`src/rtl/irrigation_sequencer.sv`:
```
// irrigation_sequencer
//   Soil-moisture driven irrigation controller. Dry soil is confirmed for
//   SETTLE_TICKS ticks, then either the sprinkler or the dripper runs for its
//   programmed time, followed by a cooldown lockout. Tank level sensors are
//   checked every clock: an inconsistent sensor pattern forces FAULT and an
//   empty tank forces REFILL.
//
// Ports
//   clock, reset_n        system clock, asynchronous active-low reset
//   tick                  one-clock 1 Hz enable, advances all countdowns
//   low/mid/high_water_level  tank sensors, 1 = water present at that level
//   earth_humidity        1 = soil dry (irrigation wanted)
//   air_humidity, low_temperature  either one forbids sprinkler mode
//   stop                  one-clock manual abort request
//   splinker_bomb, dripper_valvule, water_supply_valvule  actuator enables
//   alarm                 FAULT or mid-level warning (combinational)
//   state                 encoded state (IDLE=0 .. FAULT=5)
//   remaining_seconds     current countdown value
//   cycle_done            one-clock pulse when a complete cycle ends
module irrigation_sequencer #(
  parameter int unsigned SETTLE_TICKS     = 3,
  parameter int unsigned SPLINKER_SECONDS = 30,
  parameter int unsigned DRIPPER_SECONDS  = 90,
  parameter int unsigned COOLDOWN_SECONDS = 10
) (
  input  logic       clock,
  input  logic       reset_n,
  input  logic       tick,
  input  logic       low_water_level,
  input  logic       mid_water_level,
  input  logic       high_water_level,
  input  logic       earth_humidity,
  input  logic       air_humidity,
  input  logic       low_temperature,
  input  logic       stop,
  output logic       splinker_bomb,
  output logic       dripper_valvule,
  output logic       water_supply_valvule,
  output logic       alarm,
  output logic [2:0] state,
  output logic [7:0] remaining_seconds,
  output logic       cycle_done
);

  localparam logic [2:0] S_IDLE     = 3'd0;
  localparam logic [2:0] S_SETTLE   = 3'd1;
  localparam logic [2:0] S_IRRIGATE = 3'd2;
  localparam logic [2:0] S_COOLDOWN = 3'd3;
  localparam logic [2:0] S_REFILL   = 3'd4;
  localparam logic [2:0] S_FAULT    = 3'd5;

  // A zero time would otherwise underflow the countdown; treat it as one tick.
  localparam logic [7:0] SETTLE_LD = (SETTLE_TICKS     == 0) ? 8'd1 : 8'(SETTLE_TICKS);
  localparam logic [7:0] SPR_LD    = (SPLINKER_SECONDS == 0) ? 8'd1 : 8'(SPLINKER_SECONDS);
  localparam logic [7:0] DRIP_LD   = (DRIPPER_SECONDS  == 0) ? 8'd1 : 8'(DRIPPER_SECONDS);
  localparam logic [7:0] COOL_LD   = (COOLDOWN_SECONDS == 0) ? 8'd1 : 8'(COOLDOWN_SECONDS);

  logic [2:0] state_q, state_d;
  logic [7:0] cnt_q, cnt_d;
  logic       spr_mode_q, spr_mode_d;     // 1 = sprinkler, 0 = dripper
  logic       aborted_q, aborted_d;       // cooldown entered via stop
  logic       cycle_done_q, cycle_done_d;
  logic       splinker_q, splinker_d;
  logic       dripper_q, dripper_d;
  logic       supply_q, supply_d;

  logic conflict;
  logic sprinkler_ok;

  // A level sensor reporting water above a dry sensor below it is impossible.
  assign conflict     = (mid_water_level & ~low_water_level) |
                        (high_water_level & ~mid_water_level);
  assign sprinkler_ok = mid_water_level & ~air_humidity & ~low_temperature;

  // State register
  always_ff @(posedge clock or negedge reset_n) begin
    if (!reset_n) begin
      state_q      <= S_IDLE;
      cnt_q        <= '0;
      spr_mode_q   <= 1'b0;
      aborted_q    <= 1'b0;
      cycle_done_q <= 1'b0;
      splinker_q   <= 1'b0;
      dripper_q    <= 1'b0;
      supply_q     <= 1'b0;
    end else begin
      state_q      <= state_d;
      cnt_q        <= cnt_d;
      spr_mode_q   <= spr_mode_d;
      aborted_q    <= aborted_d;
      cycle_done_q <= cycle_done_d;
      splinker_q   <= splinker_d;
      dripper_q    <= dripper_d;
      supply_q     <= supply_d;
    end
  end

  // Next-state logic: conflict > low-water abort > stop > tick
  always_comb begin
    state_d      = state_q;
    cnt_d        = cnt_q;
    spr_mode_d   = spr_mode_q;
    aborted_d    = aborted_q;
    cycle_done_d = 1'b0;
    if (conflict && (state_q != S_FAULT)) begin
      state_d = S_FAULT;
      cnt_d   = '0;
    end else begin
      case (state_q)
        S_IDLE: begin
          cnt_d = '0;
          if (!low_water_level) begin
            state_d = S_REFILL;
          end else if (earth_humidity) begin
            state_d = S_SETTLE;
            cnt_d   = SETTLE_LD;
          end
        end
        S_SETTLE: begin
          if (!low_water_level) begin
            state_d = S_REFILL;
            cnt_d   = '0;
          end else if (!earth_humidity || stop) begin
            state_d = S_IDLE;
            cnt_d   = '0;
          end else if (tick) begin
            if (cnt_q <= 8'd1) begin
              state_d    = S_IRRIGATE;
              spr_mode_d = sprinkler_ok;
              cnt_d      = sprinkler_ok ? SPR_LD : DRIP_LD;
            end else begin
              cnt_d = cnt_q - 8'd1;
            end
          end
        end
        S_IRRIGATE: begin
          if (!low_water_level) begin
            state_d = S_REFILL;
            cnt_d   = '0;
          end else if (stop) begin
            state_d   = S_COOLDOWN;
            cnt_d     = COOL_LD;
            aborted_d = 1'b1;
          end else if (tick) begin
            if (cnt_q <= 8'd1) begin
              state_d   = S_COOLDOWN;
              cnt_d     = COOL_LD;
              aborted_d = 1'b0;
            end else begin
              cnt_d = cnt_q - 8'd1;
            end
          end
        end
        S_COOLDOWN: begin
          if (tick) begin
            if (cnt_q <= 8'd1) begin
              state_d      = S_IDLE;
              cnt_d        = '0;
              // Only a naturally completed run counts as a finished cycle.
              cycle_done_d = ~aborted_q;
            end else begin
              cnt_d = cnt_q - 8'd1;
            end
          end
        end
        S_REFILL: begin
          cnt_d = '0;
          if (high_water_level) state_d = S_IDLE;
        end
        S_FAULT: begin
          cnt_d = '0;
          if (tick && !conflict) state_d = S_IDLE;
        end
        default: begin
          state_d = S_FAULT;
          cnt_d   = '0;
        end
      endcase
    end
  end

  // Output logic, registered from the next state so actuators track state
  always_comb begin
    splinker_d = (state_d == S_IRRIGATE) &&  spr_mode_d;
    dripper_d  = (state_d == S_IRRIGATE) && !spr_mode_d;
    supply_d   = (state_d == S_REFILL);
  end

  assign splinker_bomb        = splinker_q;
  assign dripper_valvule      = dripper_q;
  assign water_supply_valvule = supply_q;
  assign state                = state_q;
  assign remaining_seconds    = cnt_q;
  assign cycle_done           = cycle_done_q;
  assign alarm                = (state_q == S_FAULT) | ~mid_water_level;

endmodule

```
`config.mk`:
```
export PLATFORM = sky130hd
export DESIGN_NAME = irrigation_sequencer
export DESIGN_NICKNAME = d
export VERILOG_FILES = /design/src/rtl/irrigation_sequencer.sv
export SDC_FILE = /design/constraint.sdc
export NUM_CORES = 1
export LEC_CHECK = 0
export CAP_MARGIN = 20
export CORE_MARGIN = 2
export CORE_UTILIZATION = 44
export CTS_BUF_LIST = sky130_fd_sc_hd__clkbuf_4
export DETAILED_ROUTE_END_ITERATION = 12
export GPL_ROUTABILITY_DRIVEN = 1
export PLACE_DENSITY_LB_ADDON = 0.05
export SLEW_MARGIN = 20
export SYNTH_ARGS = -nofsm -noshare
export SYNTH_HDL_FRONTEND = slang
export SYNTH_SLANG_ARGS = --single-unit
```
`constraint.sdc`:
```
create_clock -name clock -period 2.51 [get_ports clock]
set_input_delay 0.3765 -clock clock [delete_from_list [all_inputs] [get_ports clock]]
set_output_delay 0.3765 -clock clock [all_outputs]
set_load 0.01 [all_outputs]
```
Word-level counts from Yosys, hierarchy flattened
Index checks and enable logic that the tools add are counted.
- register bits after elaboration: 17
- input port bits: 10
- logic and storage cells: 90
- mux-type cells: 44
- eq/ne operators: 11
- add/subtract/negate cells: 1
- magnitude comparators: 1
- bitwise operators: 12
- reduce and logical (&&, ||, !) cells: 13
- operator list (cell ; count):
    $mux W8 ; 11
    $mux W3 ; 15
    $pmux W8 S4 ; 1
    $pmux W3 S6 ; 1
    $mux W1 ; 13
    $ne A5 B5 Y1 const B ; 2
    $eq A3 B2 Y1 const B ; 3
    $eq A3 B3 Y1 const B ; 3
    $le A8 B1 Y1 const B ; 1
    $sub A8 B1 Y8 const B ; 1
    $mux W7 ; 1
    $ne A3 B3 Y1 const B ; 2
    $not A1 Y1 ; 6
    $reduce_and A5 Y1 ; 1
    $and A1 B1 Y1 ; 4
    $logic_and A1 B1 Y1 ; 4
    $mux W2 ; 2
    $reduce_bool A2 Y1 ; 2
    $eq A3 B1 Y1 const B ; 1
    $logic_not A1 Y1 ; 3
    $logic_not A3 Y1 ; 1
    $reduce_and A3 Y1 ; 1
    $or A1 B1 Y1 ; 2
    $logic_or A1 B1 Y1 ; 1

Depth between registers and ports, before layout
Gate-level depths: netlist of run 1.
- depth in word-level cells: 11
- mapped depth: 9
- mapped depth without buffers: 7

Worst setup path before layout of run 1
OpenSTA, ideal clock, no wires.
- path kind: register to register
- start point: register cnt_q[0] (netlist: remaining_seconds[0])
- end point: register supply_q (netlist: water_supply_valvule)
- clock period less this slack: 2.236 ns
- stages on the path, launching flop included: 9
- path slack: 0.274 ns
- buffers on the path: 1
- data required time: 2.446 ns
- arrival time: 2.172 ns
- cell sequence: dfrtp_1 > inv_1 > ha_1 > or2_2 > buf_2 > and4_4 > o21ai_0 > or4b_4 > and2b_2
- cells in the longest elaborated chain, start to end: 8
- elaborated cells on any way between the ends: 14
- ends and longest elaborated chain (what ; line ; text):
    start, declared ; 59 ; logic [7:0] cnt_q, cnt_d;
    start signal, assigned ; 88 ; cnt_q <= cnt_d;
    $le A8 B1 Y1 (*) ; 127, 145, 156 ;
    $mux W3, on equally long branches ; 145, 127 ;
    $mux W3, on equally long branches ; 144, 126 ;
    $mux W3, on equally long branches ; 140, 123 ;
    $mux W3, on equally long branches ; 137, 120 ;
    $pmux W3 S6 (*) ; 109 ; case (state_q)
    $mux W3 (*) ; 105 ; if (conflict && (state_q != S_FAULT)) begin
    named net state_d[0] ; 58 ; logic [2:0] state_q, state_d;
    $eq A3 B3 Y1 (*) ; 186 ; supply_d = (state_d == S_REFILL);
    named net supply_d ; 65 ; logic supply_q, supply_d;
    end signal, assigned ; 94 ; supply_q <= supply_d;
    end, declared ; 65 ;
Mark *: on every way through the listed nets, which the timed path passes. The rest lies on a longest branch.
A chain may end at the register's enable or synchronous reset.

Worst setup path in the final report of run 1
- start point: register cnt_q[0] (netlist: remaining_seconds[0])
- end point: register splinker_q (netlist: splinker_bomb)
- cells in the longest elaborated chain, start to end: 9
- elaborated cells on any way between the ends: 21
- ends and longest elaborated chain (what ; line ; text):
    $le A8 B1 Y1 (*) ; 127, 145, 156 ;
    $mux W3, on equally long branches ; 145, 127 ;
    $mux W3, on equally long branches ; 144, 126 ;
    $mux W3, on equally long branches ; 140, 123 ;
    $mux W3, on equally long branches ; 137, 120 ;
    $pmux W3 S6 (*) ; 109 ;
    $mux W3 (*) ; 105 ;
    named net state_d[0] ; 58 ;
    $eq A3 B2 Y1 (*) ; 184 ; splinker_d = (state_d == S_IRRIGATE) && spr_mode_d;
    $logic_and A1 B1 Y1 (*) ; 184 ;
    named net splinker_d ; 63 ; logic splinker_q, splinker_d;
    end signal, assigned ; 92 ; splinker_q <= splinker_d;
    end, declared ; 63 ;
Marks and branches as above.

==> results of run 1 <==
## metal layers
layer / vias to the layer above / global-route usage [%] / wire length [µm]
met3: 4 / 2.42 / 142
met1: 538 / 30.8 / 1360
met2: 32 / 34.3 / 1380
li1: 554 / - / -
met4: 0 / 6.91 / 37
met5: - / 0 / 0
## layout by cell type (no fill, tap or decap), types with 2 or more instances in the layout
master           count
nor4b_1              2
a32oi_1              3
nor3_1               5
clkbuf_4             3
mux2_2               2
a22o_1               3
nor2_1               7
o31ai_1              2
dfrtp_1             16
and2b_2              2
clkdlybuf4s50_1     25
nand2b_1             6
nand3_1              4
nand3b_1             2
o21ai_0              6
nor4_1               2
a21oi_1              7
inv_1                6
ha_1                 2
buf_4               11
a211oi_1             4
nand2_1             12
## cells by family (layout without fill, tap and decap cells)
family | after synthesis | in the layout | share of synthesized area [%]
simple gates | 55 | 55 | 29.3
compound gates | 39 | 39 | 24.1
flops | 17 | 17 | 37.1
buf+inv | 12 | 46 | 4.59
fa+ha+maj | 2 | 2 | 2.18
mux | 2 | 2 | 1.96
xor+xnor | 1 | 1 | 0.764
## what timing repair did
action                     CTS  global route
buffers inserted             0             0
setup endpoints to repair    0             2
resized for setup            0             1
## how the worst max path moves through the flow
| stage | startpoint | end | slack [ns] | cells after the start |
|---|---|---|---|---|
| 6_report | remaining_seconds[0]$_DFFE_PN0P_ | splinker_bomb$_DFF_PN0_ | 0.19 | 7 |
| 5_1_grt | remaining_seconds[0]$_DFFE_PN0P_ | splinker_bomb$_DFF_PN0_ | 0.06 | 7 |
| 3_3_place_gp | low_water_level | splinker_bomb$_DFF_PN0_ | 0.15 | 6 |
| 3_5_place_dp | low_water_level | splinker_bomb$_DFF_PN0_ | 0.12 | 6 |
| 2_1_floorplan | remaining_seconds[0]$_DFFE_PN0P_ | water_supply_valvule$_DFF_PN0_ | 0.27 | 8 |
| 4_1_cts | remaining_seconds[0]$_DFFE_PN0P_ | splinker_bomb$_DFF_PN0_ | 0.13 | 7 |
## worst max-delay path, cell delays in order (launching register included)
cell and delay (ns):
dfrtp_2 0.45, inv_1 0.08, ha_1 0.27, or2_2 0.35
and4_4 0.23, o21ai_0 0.12, or4b_4 0.51, nor3b_1 0.22
## state kept, by name, indices dropped and copies added, names as in the netlist
| signal | count |
|---|---|
| aborted_q | 1 |
| cycle_done | 1 |
| dripper_valvule | 1 |
| remaining_seconds | 8 |
| splinker_bomb | 1 |
| spr_mode_q | 1 |
| state | 3 |
| water_supply_valvule | 1 |
## power by group
group	switching, W	internal, W	leakage (nW)	total, W
sequential	0.00000913	0.000290	0.226	0.000299
clock	0.0000867	0.0000591	0.0177	0.000146
combinational	0.0000851	0.0000834	0.396	0.000168
total	0.000181	0.000432	0.640	0.000613
## area by class of cell
cell class / instances / area (µm²) / area share, %
flip-flops and latches: 17 / 427 / 28.1
repair buffers: 36 / 333 / 21.9
multi-input cells: 99 / 669 / 44.1
inverters: 6 / 22.5 / 1.49
clock buffers: 3 / 22.5 / 1.49
clock inverters: 1 / 5.00 / 0.330
well taps: 30 / 37.5 / 2.48
## through the flow
step | setup slack [ns] | cell area [µm²] | cells | util [%]
after detailed placement | 0.118 | 1490 | 188 | 60.1
after CTS | 0.127 | 1520 | 192 | 61.2
after global placement | 0.153 | 1490 | 188 | 60.1
after global routing | 0.0630 | 1520 | 192 | 61.2
after floorplan | 0.274 | 1150 | 128 | -
final | 0.193 | 1520 | 192 | 61.2
==> key figures, run 1 <==
Die
  • Starting Density: between 40% and 50%
  • Core region area: around 2500 µm²
  • Die height: between 50 and 60 µm
  • Site Rows: 18
  • Die Width: around 55 µm
  • Ports: 26
  • Die area: 3030 µm²

Clock network
  • CTS sink cnt: 17
  • CTS buffer count: 3
  • CTS tree: done
  • CTS Root Cell: clkbuf_4
  • Worst skew pair latency: 0.28 ns
  • Max Buffers Root-to-Sink: 2
  • Reg clk slew, reported paths: 0.10 ns
  • Hold Buf Count CTS: 0
  • CTS H-tree depth: 1

Logic synthesis
  • Syn Inst Count: 128
  • Post-Syn Area: ~1100 µm²
  • Async SR Flop Fraction: 100%
  • Sequential area share after synthesis: 37.1%
  • Synth Flop Type: dfrtp_1
  • Avg Cell Area, Syn: 8.95 µm²
  • Top-area cell type share of the netlist area: 37.1%
  • Synth top area cells: dfrtp_1, nand2_1, nand2b_1
  • Count of flip-flops with a built-in enable after synthesis: 0
  • Cell variety after synth: 50
  • YS warnings: 0
  • Dominant cell by count in the synthesized netlist: dfrtp_1
  • Synth area leader: dfrtp_1
  • Syn Nets: between 100 and 150
  • Top cells by count, synth: dfrtp_1, nand2_1, a21oi_1, nor2_1
  • Seq cells post-synth: 17

Placement
  • Gp weighted congestion: roughly 0.9
  • I/O Buffers: 25
  • Post-DP HPWL: 2.24 mm

STA
  • Worst-margin pin slew: approximately 0.81 ns
  • Hold slack: 0.453 ns
  • Achievable Freq: 0.432 GHz
  • Fin crit period: 2.32 ns
  • RSZ-0062 raised after global routing: false
  • Fin. Hold Viols: 0
  • Setup_tns: 0 ns
  • Clk_skew: 0.00344 ns
  • Final setup violation count: 0
  • Number of slew-limit violations in the final report: 0
  • Slew margin rel.: 46.1%
  • Final Cycle Share: around 92%

Worst setup path
  • R2r endpoint: splinker_bomb$_DFF_PN0_
  • Crit end category: flip-flop
  • Crit-path max FO: 7
  • CP Data Required Time: 2.71 ns
  • Critical path class: flip-flop to flip-flop
  • Flop-to-flop setup slack: 0.19 ns
  • Worst r2r src: remaining_seconds[0]$_DFFE_PN0P_
  • Crit start category: flip-flop
  • Worst R2R Path Depth: 7
  • Critical path arrival: roughly 2.5 ns

Global routing
  • Global Route Usage Sum: 21.7%
  • Initial antenna violation count: 0
  • Overflow after GRT: 0
  • Largest net degree at the start of global routing: 18
  • Global-route wire length before repair: 4.69 mm
  • Vias in the first global route: between 1000 and 1500

Power
  • Design Power: 0.000613 W
  • VDD IR max: about 310 µV
  • Pleak: 0.640 nW
  • PD cells: 404 nW/µm²

Cells and area
  • Layout area overhead: 32.3%
  • N_diodes: 0
  • Layout cells sized above 1: 16.7%
  • # fillers: 223
  • Nets@finish: around 180

Flow run
  • Max_cap viols: 0

Hold path
  • Hold Crit Endpoint: cycle_done$_DFF_PN0_
  • Hold depth: 1
  • Hold/Removal Path Class: flip-flop to flip-flop
  • Hold path start: aborted_q$_DFFE_PN0P_

Route
  • Via density: 5.88
  • Total detailed-routing wirelength: 2.92 mm
  • DR DRC count: 0
  • Iter 0 DRT Violations: 25
  • Initial DRT Pass Iterations: 4
  • WL/cell: 15.2 µm
  • Antenna Nets Post-Route: 0
  • Via count: between 1000 and 1500

Run status
  • Status: finished, final reports clean
Power figures use the tool's default switching activity.
==> run 2, diff against run 1 <==
--- a/config.mk
+++ b/config.mk
@@ -12,6 +12,7 @@
 export DETAILED_ROUTE_END_ITERATION = 12
 export GPL_ROUTABILITY_DRIVEN = 1
 export PLACE_DENSITY_LB_ADDON = 0.05
+export RECOVER_POWER = 50
 export SLEW_MARGIN = 20
 export SYNTH_ARGS = -nofsm -noshare
 export SYNTH_HDL_FRONTEND = slang
==> run 2 against run 1 <==
  * Sequential power is essentially flat
  * Sequential share of layout area is the same
  * Hold slack is the same
  * Combinational power is essentially flat
  * Total power shrank 0.35%
  * First-iteration DRC count is the same
  * Count of clock-buffer cells in the layout is the same
  * Routed wire length shrank 0.10%
  * Highest routed layer unchanged
  * Worst setup slack is essentially flat
  * Fmax is essentially flat
  * Sequential cell count is the same
==> key figures, run 2 (synthesis results as in run 1) <==
Worst setup path
  • Flop-to-flop setup slack: 0.19 ns (about the same)
  • Crit path largest cell delay: 0.51 ns (about the same)
  • Slowest CP cell: or4b_4 (unchanged)
  • Cell chain of the critical path: inv_1 > ha_1 > or2_2 > and4_4 > o21ai_0 > or4b_4 > nor3b_1 (unchanged)
  • Critical path arrival: 2.52 ns (about the same)
  • CP top delay family: simple AND/OR/NAND/NOR gates (unchanged)
  • R2r endpoint: splinker_bomb$_DFF_PN0_ (unchanged)
  • WP buf/inv: 1 (unchanged)
  • Crit start category: flip-flop (unchanged)
  • Critical path class: flip-flop to flip-flop (unchanged)
  • Crit end category: flip-flop (unchanged)
  • Worst r2r src: remaining_seconds[0]$_DFFE_PN0P_ (unchanged)
  • Crit-path max FO: 7 (unchanged)
  • Worst R2R Path Depth: 7 (unchanged)
  • CP Data Required Time: 2.71 ns (about the same)

Die
  • Ports: 26 (unchanged)
  • Die height: 55.0 µm (unchanged)
  • Die area: 3030 µm² (unchanged)
  • Die Width: 55.0 µm (unchanged)
  • Core region area: 2480 µm² (unchanged)
  • Starting Density: 46.3% (unchanged)
  • Site Rows: 18 (unchanged)

Clock network
  • Worst skew pair latency: 0.28 ns (about the same)
  • CTS Root Cell: clkbuf_4 (unchanged)
  • Max Buffers Root-to-Sink: 2 (unchanged)
  • CTS H-tree depth: 1 (unchanged)
  • Reg clk slew, reported paths: 0.10 ns (about the same)
  • CTS buffer count: 3 (unchanged)
  • Hold Buf Count CTS: 0 (unchanged)
  • CTS sink cnt: 17 (unchanged)
  • CTS tree: done (unchanged)

Route
  • Total detailed-routing wirelength: 2.91 mm (was 2.92 mm)
  • DR top layer: met4 (unchanged)
  • Initial DRT Pass Iterations: 4 (unchanged)
  • Detail Route met2 WL: 1.38 mm (about the same)
  • Iter 0 DRT Violations: 25 (unchanged)
  • WL met3: 141 µm (was 142 µm)
  • Via count: 1128 (unchanged)
  • Via density: 5.88 (unchanged)
  • Antenna Nets Post-Route: 0 (unchanged)
  • WL met1: 1.35 mm (was 1.36 mm)
  • WL/cell: 15.2 µm (about the same)
  • DR DRC count: 0 (unchanged)

STA
  • Clk_skew: 0.00343 ns (was 0.00344 ns)
  • Final setup violation count: 0 (unchanged)
  • Setup_tns: 0 ns (unchanged)
  • RSZ-0062 raised after global routing: false (unchanged)
  • Fin crit period: 2.32 ns (about the same)
  • Number of slew-limit violations in the final report: 0 (unchanged)
  • Fin worst setup slack: 0.194 ns (was 0.193 ns)
  • Fin. Hold Viols: 0 (unchanged)
  • Final Cycle Share: 92.3% (about the same)
  • Worst-margin pin slew: 0.810 ns (was 0.806 ns)
  • Slew margin rel.: 45.8% (was 46.1%)
  • Achievable Freq: 0.432 GHz (about the same)

Power
  • VDD IR max: 313 µV (was 314 µV)
  • Pleak: 0.660 nW (was 0.640 nW)
  • PD cells: 403 nW/µm² (was 404 nW/µm²)

Global routing
  • Initial antenna violation count: 0 (unchanged)
  • Vias in the first global route: 1010 (unchanged)
  • Global-route wire length before repair: 4.69 mm (unchanged)
  • Largest net degree at the start of global routing: 18 (unchanged)
  • Global Route Usage Sum: 21.7% (unchanged)
  • Overflow after GRT: 0 (unchanged)

Placement
  • Pre-CTS setup slack: 0.118 ns (unchanged)
  • Gp weighted congestion: 0.891 (unchanged)
  • I/O Buffers: 25 (unchanged)
  • Post-DP HPWL: 2.24 mm (unchanged)

Cells and area
  • Nets@finish: 175 (unchanged)
  • Commonest non-fill, non-tap cells in the layout: clkdlybuf4s50_1, dfrtp_1, nand2_1 (unchanged)
  • # fillers: 223 (unchanged)
  • Layout area overhead: 32.3% (unchanged)
  • N_diodes: 0 (unchanged)
  • Commonest non-fill, non-tap cell in the layout: clkdlybuf4s50_1 (unchanged)
  • Layout cells sized above 1: 16.7% (unchanged)
  • Multi-input logic area: 669 µm² (unchanged)
  • Seq. cell area: 427 µm² (unchanged)
  • Max reg flops: 8 (unchanged)

Hold path
  • Hold/Removal Path Class: flip-flop to flip-flop (unchanged)
  • Hold path start: aborted_q$_DFFE_PN0P_ (unchanged)
  • Hold Crit Endpoint: cycle_done$_DFF_PN0_ (unchanged)
  • Hold depth: 1 (unchanged)

Flow run
  • Max_cap viols: 0 (unchanged)

Run status
  • Status: finished, final reports clean (unchanged)
run 2: cell count changes in the layout (fill, tap and decap cells not counted), sizes merged:
| cell | change |
|---|---|
| clkdlybuf4s50 | -8 |
| dlygate4sd3 | +8 |
run 2: how the worst max path moves through the flow:
stage | startpoint | end | slack [ns] | cells past startpoint
2_1_floorplan | remaining_seconds[0]$_DFFE_PN0P_ | water_supply_valvule$_DFF_PN0_ | 0.27 | 8
3_3_place_gp | low_water_level | splinker_bomb$_DFF_PN0_ | 0.15 | 6
3_5_place_dp | low_water_level | splinker_bomb$_DFF_PN0_ | 0.12 | 6
4_1_cts | remaining_seconds[0]$_DFFE_PN0P_ | splinker_bomb$_DFF_PN0_ | 0.13 | 7
5_1_grt | remaining_seconds[0]$_DFFE_PN0P_ | splinker_bomb$_DFF_PN0_ | 0.06 | 7
6_report | remaining_seconds[0]$_DFFE_PN0P_ | splinker_bomb$_DFF_PN0_ | 0.19 | 7
run 2: cell type report:
cell class | instances | area share, %
timing repair buffer | 36 | 21.9
tap | 30 | 2.48
sequential | 17 | 28.1
inverter | 6 | 1.49
clock buffer | 3 | 1.49
multi-input combinational | 99 | 44.1
clock inverter | 1 | 0.330
run 2: where the power goes:
group	internal [W]	switching [W]	leakage, nW	total, W
Combinational	0.0000816	0.0000850	0.416	0.000167
Clock	0.0000591	0.0000867	0.0177	0.000146
Sequential	0.000290	0.00000895	0.226	0.000298
Total	0.000430	0.000181	0.660	0.000611
run 2: stage by stage:
step,area [µm²],utilization [%],std cells,power [W],hold slack (ns)
final,1520,61.2,192,0.000611,0.453
after global routing,1520,61.2,192,0.000647,0.487
after CTS,1520,61.2,192,0.000620,0.452
after detailed placement,1490,60.1,188,0.000471,0.431
after global placement,1490,60.1,188,0.000471,0.420
after floorplan,1150,-,128,0.000393,0.0809
run 2: metal layers:
metal  vias up  track usage [%]
li1        554                -
met2        32             34.3
met1       538             30.8
met5         -                0
met3         4             2.42
met4         0             6.91
run 2: what timing repair did:
action                     4_1_cts  5_1_grt
buffers inserted                 0        0
setup endpoints to repair        0        2
gates resized for setup          0        1
run 2: worst reg2reg max path, stage by stage, from the launching register on:
cell and delay, ns:
dfrtp_2 0.45, inv_1 0.08, ha_1 0.27, or2_2 0.35, and4_4 0.23, o21ai_0 0.12, or4b_4 0.51, nor3b_1 0.22
==> run 3, diff against run 2 <==
--- a/config.mk
+++ b/config.mk
@@ -8,11 +8,13 @@
 export CAP_MARGIN = 20
 export CORE_MARGIN = 2
 export CORE_UTILIZATION = 44
-export CTS_BUF_LIST = sky130_fd_sc_hd__clkbuf_4
+export CTS_BUF_LIST = sky130_fd_sc_hd__clkbuf_8
+export CTS_CLUSTER_DIAMETER = 100
 export DETAILED_ROUTE_END_ITERATION = 12
 export GPL_ROUTABILITY_DRIVEN = 1
 export PLACE_DENSITY_LB_ADDON = 0.05
 export RECOVER_POWER = 50
+export SKIP_CTS_REPAIR_TIMING = 1
 export SLEW_MARGIN = 20
 export SYNTH_ARGS = -nofsm -noshare
 export SYNTH_HDL_FRONTEND = slang
==> run 3 against run 2 <==
  * Routed wire length is 0.45% higher
  * Critical path depth stayed put
  * Hold slack worse by 0.0052 ns
  * Worst setup slack better by 0.012 ns
  * First-iteration DRC count is 16% lower
  * Clock power is 40% higher
  * Sequential cell count stayed put
  * Die area stayed put
  * Via count is 0.27% higher
  * Non-clock buffer count stayed put
  * Critical endpoint unchanged
  * Largest cell class unchanged
  * Largest power group unchanged
==> key figures, run 3 (synthesis results as in run 1) <==
Clock network
  • CTS tree: done (unchanged)
  • CTS H-tree depth: 1 (unchanged)
  • CTS Root Cell: clkbuf_8 (was clkbuf_4)
  • Max Buffers Root-to-Sink: 2 (unchanged)
  • Worst skew pair latency: 0.25 ns (was 0.28 ns)
  • CTS buffer count: 3 (unchanged)
  • Reg clk slew, reported paths: 0.07 ns (was 0.10 ns)
  • CTS sink cnt: 17 (unchanged)

Worst setup path
  • Worst r2r src: remaining_seconds[0]$_DFFE_PN0P_ (unchanged)
  • R2r endpoint: splinker_bomb$_DFF_PN0_ (unchanged)
  • Critical path class: flip-flop to flip-flop (unchanged)
  • Critical path arrival: 2.47 ns (was 2.52 ns)
  • Flop-to-flop setup slack: 0.21 ns (was 0.19 ns)
  • Worst R2R Path Depth: 7 (unchanged)
  • Crit-path max FO: 7 (unchanged)
  • CP Data Required Time: 2.67 ns (was 2.71 ns)
  • Crit start category: flip-flop (unchanged)
  • Crit end category: flip-flop (unchanged)

Global routing
  • M1 GR Usage: 30.8% (unchanged)
  • Met3 GRT Util: 2.42% (unchanged)
  • Overflow after GRT: 0 (unchanged)
  • Top Usage Layer GRT: met2 (unchanged)
  • Global-route wire length before repair: 4.69 mm (unchanged)
  • GRT met2 Usage: 34.5% (was 34.3%)
  • Global Route Usage Sum: 21.6% (was 21.7%)
  • Vias in the first global route: 1001 (was 1010)
  • Largest net degree at the start of global routing: 18 (unchanged)
  • Initial antenna violation count: 0 (unchanged)

Cells and area
  • N_diodes: 0 (unchanged)
  • Nets@finish: 175 (unchanged)
  • Max reg flops: 8 (unchanged)
  • Commonest non-fill, non-tap cell in the layout: clkdlybuf4s50_1 (unchanged)
  • Commonest non-fill, non-tap cells in the layout: clkdlybuf4s50_1, dfrtp_1, nand2_1 (unchanged)
  • Layout area overhead: 34.0% (was 32.3%)
  • Layout cells sized above 1: 16.7% (unchanged)
  • Final instance area: 1540 µm² (was 1520 µm²)

Placement
  • Post-DP HPWL: 2.24 mm (unchanged)
  • Total placed instance area: 1490 µm² (unchanged)
  • I/O Buffers: 25 (unchanged)
  • Pre-CTS setup slack: 0.118 ns (unchanged)
  • Gp weighted congestion: 0.891 (unchanged)

Route
  • Total detailed-routing wirelength: 2.93 mm (was 2.91 mm)
  • Iter 0 DRT Violations: 21 (was 25)
  • Via density: 5.89 (was 5.88)
  • WL/cell: 15.2 µm (about the same)
  • Via count: 1131 (was 1128)
  • Initial DRT Pass Iterations: 4 (unchanged)
  • Antenna Nets Post-Route: 0 (unchanged)
  • DR DRC count: 0 (unchanged)

Die
  • Starting Density: 46.3% (unchanged)
  • Site Rows: 18 (unchanged)
  • Die area: 3030 µm² (unchanged)
  • Ports: 26 (unchanged)
  • Die height: 55.0 µm (unchanged)
  • Core region area: 2480 µm² (unchanged)
  • Die Width: 55.0 µm (unchanged)

STA
  • RSZ-0062 raised after global routing: false (unchanged)
  • Clk_skew: 0.00105 ns (was 0.00343 ns)
  • Fin. Hold Viols: 0 (unchanged)
  • Final Cycle Share: 91.8% (was 92.3%)
  • Fin crit period: 2.30 ns (was 2.32 ns)
  • Worst-margin pin slew: 0.810 ns (about the same)
  • Number of slew-limit violations in the final report: 0 (unchanged)
  • Achievable Freq: 0.434 GHz (was 0.432 GHz)
  • Slew margin rel.: 45.8% (about the same)
  • Final setup violation count: 0 (unchanged)
  • Fin worst setup slack: 0.205 ns (was 0.194 ns)
  • Setup_tns: 0 ns (unchanged)

Hold path
  • Hold depth: 1 (unchanged)
  • Hold/Removal Path Class: flip-flop to flip-flop (unchanged)
  • Hold Crit Endpoint: cycle_done$_DFF_PN0_ (unchanged)
  • Hold path start: aborted_q$_DFFE_PN0P_ (unchanged)

Power
  • Pint: 0.000481 W (was 0.000430 W)
  • Sw power: 0.000188 W (was 0.000181 W)
  • Clock network power share: 30.5% (was 23.9%)
  • VDD IR max: 370 µV (was 313 µV)
  • Pleak: 0.668 nW (was 0.660 nW)
  • Comb power frac: 24.9% (was 27.3%)
  • Reg power frac: 44.6% (was 48.9%)
  • PD cells: 436 nW/µm² (was 403 nW/µm²)
  • Sw Ratio: 28.1% (was 29.6%)

Flow run
  • Max_cap viols: 0 (unchanged)

Run status
  • Status: finished, final reports clean (unchanged)
run 3: cell types whose count changed in the layout (fill, tap and decap cells not counted):
cell      change
clkbuf_4      -3
clkbuf_8      +3
run 3: per-stage QoR:
stage	util, %	hold slack (ns)	power, W	std cells
6_report	62.0	0.447	0.000670	192
5_1_grt	62.0	0.481	0.000704	192
4_1_cts	61.9	0.446	0.000676	192
3_5_place_dp	60.1	0.431	0.000471	188
3_3_place_gp	60.1	0.420	0.000471	188
2_1_floorplan	-	0.0809	0.000393	128
run 3: critical path: stages, from the launching register on:
cell	delay, ns
dfrtp_2	0.44
inv_1	0.08
ha_1	0.27
or2_2	0.35
and4_4	0.23
o21ai_0	0.12
or4b_4	0.51
nor3b_1	0.22
run 3: worst max path at each step:
stage	startpoint	endpoint	slack (ns)	cells past startpoint
after CTS	remaining_seconds[0]$_DFFE_PN0P_	splinker_bomb$_DFF_PN0_	0.14	7
after global placement	low_water_level	splinker_bomb$_DFF_PN0_	0.15	6
after floorplan	remaining_seconds[0]$_DFFE_PN0P_	water_supply_valvule$_DFF_PN0_	0.27	8
after detailed placement	low_water_level	splinker_bomb$_DFF_PN0_	0.12	6
final	remaining_seconds[0]$_DFFE_PN0P_	splinker_bomb$_DFF_PN0_	0.21	7
after global routing	remaining_seconds[0]$_DFFE_PN0P_	splinker_bomb$_DFF_PN0_	0.08	7
run 3: layer usage:
metal  wire length (µm)  up-vias
met5                  0        -
met4                 35        0
met3                149        4
met2               1380       36
met1               1360      538
li1                   -      553
run 3: area by class of cell:
cell class / instances / area [µm²]
Clock buffer: 3 / 41.3
Clock inverter: 1 / 5.00
Fill cell: 217 / 942
Inverter: 6 / 22.5
Multi-Input combinational cell: 99 / 669
Sequential cell: 17 / 427
Tap cell: 30 / 37.5
Timing Repair Buffer: 36 / 333
run 3: power groups by stage:
stage               registers, W  clock network, W  logic [W]
floorplan               0.000308                 0  0.0000849
global placement        0.000304                 0   0.000167
detailed placement      0.000304                 0   0.000167
CTS                     0.000299          0.000209   0.000168
global route            0.000301          0.000221   0.000182
finish                  0.000299          0.000204   0.000166
